--- src/rtl/key_load_ctrl.sv ---
// Key load controller: assembles 16 serial bytes into a 128-bit key, hands it
// to the round-key generator with a level request, and waits for its done
// (ignoring stale done for MIN_HOLD cycles) or times out into a sticky error.
module key_load_ctrl #(
  parameter int unsigned MIN_HOLD = 11,
  parameter int unsigned TIMEOUT  = 64
) (
  input  logic         clk,
  input  logic         n_rst,
  input  logic [7:0]   byte_in,
  input  logic         byte_valid,
  output logic         byte_ready,
  input  logic         key_start,
  input  logic         change_key_done,
  output logic [127:0] rx_key,
  output logic         chg_key,
  output logic         key_loaded,
  output logic         key_err,
  output logic [4:0]   byte_cnt
);

  localparam int unsigned HoldW = $clog2(TIMEOUT + 1);

  typedef enum logic [1:0] {
    StCollect,
    StLoad,
    StErr
  } state_e;

  state_e           state_q, state_d;
  logic [127:0]     asm_q, asm_d;
  logic [127:0]     rx_key_q, rx_key_d;
  logic [4:0]       cnt_q, cnt_d;
  logic [HoldW-1:0] hold_q, hold_d;
  logic             loaded_q, loaded_d;

  logic             accept;
  logic             last_byte;
  logic             done_ok;
  logic             timeout_hit;
  logic [127:0]     asm_shift;

  // key_start wins over a simultaneous byte, so the byte is never consumed.
  assign accept      = byte_valid & byte_ready & ~key_start;
  assign last_byte   = (cnt_q == 5'd15);
  assign done_ok     = change_key_done & (hold_q >= HoldW'(MIN_HOLD));
  // Counter becomes TIMEOUT on this edge: the LOAD has lasted TIMEOUT cycles.
  assign timeout_hit = (hold_q >= HoldW'(TIMEOUT - 1));
  assign asm_shift   = (asm_q << 8) | {120'd0, byte_in};

  // State register.
  always_ff @(posedge clk or negedge n_rst) begin
    if (!n_rst) begin
      state_q <= StCollect;
    end else begin
      state_q <= state_d;
    end
  end

  // Next-state logic; done has precedence over timeout.
  always_comb begin
    state_d = state_q;
    if (key_start) begin
      state_d = StCollect;
    end else begin
      unique case (state_q)
        StCollect: if (accept && last_byte) state_d = StLoad;
        StLoad: begin
          if (done_ok) begin
            state_d = StCollect;
          end else if (timeout_hit) begin
            state_d = StErr;
          end
        end
        StErr:     state_d = StErr;
        default:   state_d = StCollect;
      endcase
    end
  end

  // Outputs decoded directly from the state.
  always_comb begin
    byte_ready = 1'b0;
    chg_key    = 1'b0;
    key_err    = 1'b0;
    unique case (state_q)
      StCollect: byte_ready = 1'b1;
      StLoad:    chg_key    = 1'b1;
      StErr:     key_err    = 1'b1;
      default:   byte_ready = 1'b0;
    endcase
  end

  // Datapath next-state: byte assembly, key capture, hold counter, done pulse.
  always_comb begin
    asm_d    = asm_q;
    rx_key_d = rx_key_q;
    cnt_d    = cnt_q;
    hold_d   = hold_q;
    loaded_d = 1'b0;
    if (key_start) begin
      asm_d  = '0;
      cnt_d  = '0;
      hold_d = '0;
    end else begin
      loaded_d = (state_q == StLoad) & done_ok;
      if (accept) begin
        if (last_byte) begin
          rx_key_d = asm_shift;
          asm_d    = '0;
          cnt_d    = '0;
        end else begin
          asm_d = asm_shift;
          cnt_d = cnt_q + 5'd1;
        end
      end
      unique case (state_q)
        StLoad: begin
          if (hold_q < HoldW'(TIMEOUT)) hold_d = hold_q + HoldW'(1);
        end
        StCollect: hold_d = '0;
        default:   hold_d = hold_q;
      endcase
    end
  end

  // Datapath registers.
  always_ff @(posedge clk or negedge n_rst) begin
    if (!n_rst) begin
      asm_q    <= '0;
      rx_key_q <= '0;
      cnt_q    <= '0;
      hold_q   <= '0;
      loaded_q <= 1'b0;
    end else begin
      asm_q    <= asm_d;
      rx_key_q <= rx_key_d;
      cnt_q    <= cnt_d;
      hold_q   <= hold_d;
      loaded_q <= loaded_d;
    end
  end

  assign rx_key     = rx_key_q;
  assign byte_cnt   = cnt_q;
  assign key_loaded = loaded_q;

endmodule

--- config.mk ---
export PLATFORM = sky130hd
export DESIGN_NAME = key_load_ctrl
export DESIGN_NICKNAME = d
export VERILOG_FILES = /design/src/rtl/key_load_ctrl.sv
export SDC_FILE = /design/constraint.sdc
export NUM_CORES = 1
export LEC_CHECK = 0
export CORE_ASPECT_RATIO = 1.4
export CORE_UTILIZATION = 29
export CTS_CLUSTER_SIZE = 25
export DETAILED_ROUTE_END_ITERATION = 8
export HOLD_SLACK_MARGIN = 0.15
export SETUP_SLACK_MARGIN = 0.3
export SYNTH_ARGS = -nofsm -noshare
export SYNTH_HDL_FRONTEND = slang
export SYNTH_SLANG_ARGS = --single-unit
--- constraint.sdc ---
create_clock -name clk -period 2.5 [get_ports clk]
set_input_delay 0.75 -clock clk [delete_from_list [all_inputs] [get_ports clk]]
set_output_delay 0.75 -clock clk [all_outputs]
set_load 0.01 [all_outputs]
==> results.cfg <==
[final_layout]
multi_input_area_mm2 = 0.003328
post-route-util_pct = 38.67
postLayoutCellArea_mm2 = 0.01348
fillers = 3353
drive_gt1_share_pct = 28.19
area_growth_syn_to_layout_pct = 31.45
diodes = 0
layout.nets = 819
layout.cells.non_filler = 1279
regArea_mm2 = 0.006584

[floorplanning]
start_util_pct = 29.42
io_pins = 150
die_h_um = 224.5
rows = 81
core_mm2 = 0.03486
dieArea_mm2 = 0.03614
die_w_um = 160.9

[worst_setup_path]
critPathBufInv = 3
crit_type = flop to flop
reg2reg_to = rx_key[108]
cp-start-kind = flop
crit_top_cell = buf_12
path_max_fanout = 13
path_cells = buf_6 -> or3b_4 -> or4_4 -> buf_12 -> buf_12 -> mux2_4
crit_path_max_incr_delay_ps = 610
worst_setup_path_end_kind = flop
critical-path-top-delay-family = simple AND/OR/NAND/NOR gates
critPathSlowestCell = or4_4
critPathArrivalTime_ps = 2730
rr_worst_depth = 6
r2r_slack_ps = 190
cp.required_ps = 2920
r2r_start = state_q[1]

[placement]
dpl.hpwl_mm = 14.49
port-buffer-count = 149
post_dp_cell_area_mm2 = 0.01231
dp_slack_ps = -361.6
gp_congestion = 0.7314
dpl.cell_count = 1210

[pwr]
fin_total_pwr_uw = 8620
power-per-cell-area_mw_per_mm2 = 639.3
ir_drop_v = 0.0004979
p_leak_uw = 0.007480

[sta]
fin_crit_ps = 2311
max_freq_mhz = 432.8
relSlewSlack_pct = 56.68
hold_violations = 0
skew_ps = 11.10
post-route-period-util_pct = 92.42
final-max-slew-violation-count = 0
tightestPinTransition_ps = 643.0
setup_viol = 0
finalWorstSetupSlack_ps = 189.4
rsz0062_at_grt = true

[clock_network]
cts_made_buffers = 27
cts_buffer_depth = 3
cts_tree = yes
cts_num_sinks = 263
cts.clk_slew.worst_paths_ps = 70
clk_latency_ps = 540
root_buffer = clkbuf_16
cts_hold_buf = 0
h-tree-depth = 1

[synthesis]
yosys_warnings = 0
yosys-top-cells-count = 263 x dfrtp_1, 120 x a22o_1, 109 x mux2_4
syn_area_mm2 = 0.01026
synth_most_common_cell = dfrtp_1
synthCells = 622
yosys.area.top_type_share_pct = 64.16
yosys_most_used_dff = dfrtp_1
syn_area_per_cell_um2 = 16.49
synthArstFlopShare_pct = 100.0
ys_types = 41
synth_fp_nets = 637
ys_ff_latch = 263
yosys.area.top_type = dfrtp_1
synth_edf_count = 0
synthTopCellsByArea = dfrtp_1 64%, mux2_4 16%, a22o_1 10%, mux2_2 2.1%, buf_12 2.0%
seq_area_frac_synth_pct = 64.16

[global_route]
grt_pass1_vias = 6238
grt_max_degree = 72
antenna_found_initial = 0
grt_first_pass_wirelength_mm = 37.63
overflow = 0
grt_usage_pct = 13.25

[route]
dr.pass1.iters = 4
num_vias = 5965
viasPerCell = 4.664
wl_mm = 23.93
wire_per_inst_um = 18.71
antenna_left = 0
drt_iter0_markers = 256
drc = 0

[run]
cap_violations = 0

[status]
status = finished, final reports clean

[min_path]
holdCritPathClass = input port to async pin
==> layout by cell type (no fill, tap or decap), types with 2 or more instances in the layout <==
master	instances
a21oi_1	6
a22o_1	120
buf_12	11
buf_16	8
buf_2	2
buf_4	20
buf_6	4
buf_8	2
bufinv_16	2
clkbuf_1	6
clkbuf_16	30
clkbuf_8	5
clkdlybuf4s50_1	11
clkinv_2	4
clkinv_4	3
dfrtp_1	261
dfrtp_2	2
dlygate4sd2_1	120
dlymetal6s2s_1	14
ha_1	2
inv_1	7
mux2_2	19
mux2_4	109
nand2_1	8
nand4_1	2
nor2_1	6
nor3b_1	2
o21ai_0	5
o41ai_1	2
xnor2_1	3
==> layer usage <==
metal	share of wire, %	track usage, %	wire length (um)
met1	44	17.56	10500
met2	48	21.41	11590
met3	4.9	2.582	1175
met4	2.8	4.930	669
met5	0	0	0
==> metrics by stage <==
| step | hold slack, ps | TNS [ps] |
|---|---|---|
| global placement | 489.4 | -44370 |
| floorplan | 454.4 | 0 |
| global route | 227.1 | 0 |
| CTS | 208.4 | 0 |
| detailed placement | 492.4 | -43260 |
| finish | 203.3 | 0 |
==> state kept, by name, indices dropped and copies added (netlist names) <==
| name | flops |
|---|---|
| key_loaded | 1 |
| state_q | 2 |
| asm_q | 120 |
| rx_key | 128 |
| byte_cnt | 5 |
| hold_q | 7 |
==> worst max-delay path by stage <==
| stage | slack (ps) | endpoint | from | cells after the start |
|---|---|---|---|---|
| 2_1_floorplan | 180 | rx_key[100] | byte_valid | 5 |
| 3_3_place_gp | -370 | rx_key[30] | byte_valid | 5 |
| 5_1_grt | 150 | rx_key[123] | state_q[1] | 6 |
| 6_report | 190 | rx_key[108] | state_q[1] | 6 |
| 4_1_cts | 160 | chg_key | state_q[0] | 4 |
| 3_5_place_dp | -360 | rx_key[46] | byte_valid | 5 |
==> worst reg2reg max path: cells and delay by family (launching register included) <==
| family | cells | cell delay, ps |
|---|---|---|
| multiplexers | 1 | 300 |
| buffers and inverters | 3 | 490 |
| AND/OR/NAND/NOR | 2 | 1000 |
| flip-flops | 1 | 410 |
==> timing repair <==
| item | 4_1_cts | 5_1_grt |
|---|---|---|
| setup endpoints to repair | 250 | 119 |
| cloned | 6 | 4 |
| buffers inserted | 9 | 2 |
| gates resized for setup | 140 | 26 |
| pin swaps | 0 | 2 |
==> report_power, final <==
part	leakage, uW	switching, uW	total [uW]	internal [uW]
clock network	0.000437	1700	4040	2350
logic	0.00338	188	278	89.8
registers	0.00366	21.1	4300	4280
total	0.00748	1900	8620	6720
==> logic make-up after synthesis <==
logic type | after synthesis | synth area share (%)
XOR/XNOR | 3 | 0.2562
AO/OA/AOI/OAI | 144 | 11.86
flip-flops | 263 | 64.16
buffers and inverters | 50 | 3.684
AND/OR/NAND/NOR | 32 | 1.757
adder cells (fa/ha/maj) | 2 | 0.2439
multiplexers | 128 | 18.04
==> final cells by class <==
class / instances / share of cell area, %
clock inverters: 10 / 0.8537
flip-flops and latches: 263 / 48.83
inverters: 7 / 0.1949
repair buffers: 196 / 15.52
multi-input cells: 309 / 24.68
well taps: 456 / 4.232
clock buffers: 38 / 5.689
No activity file was read; power rests on OpenSTA's default activity.
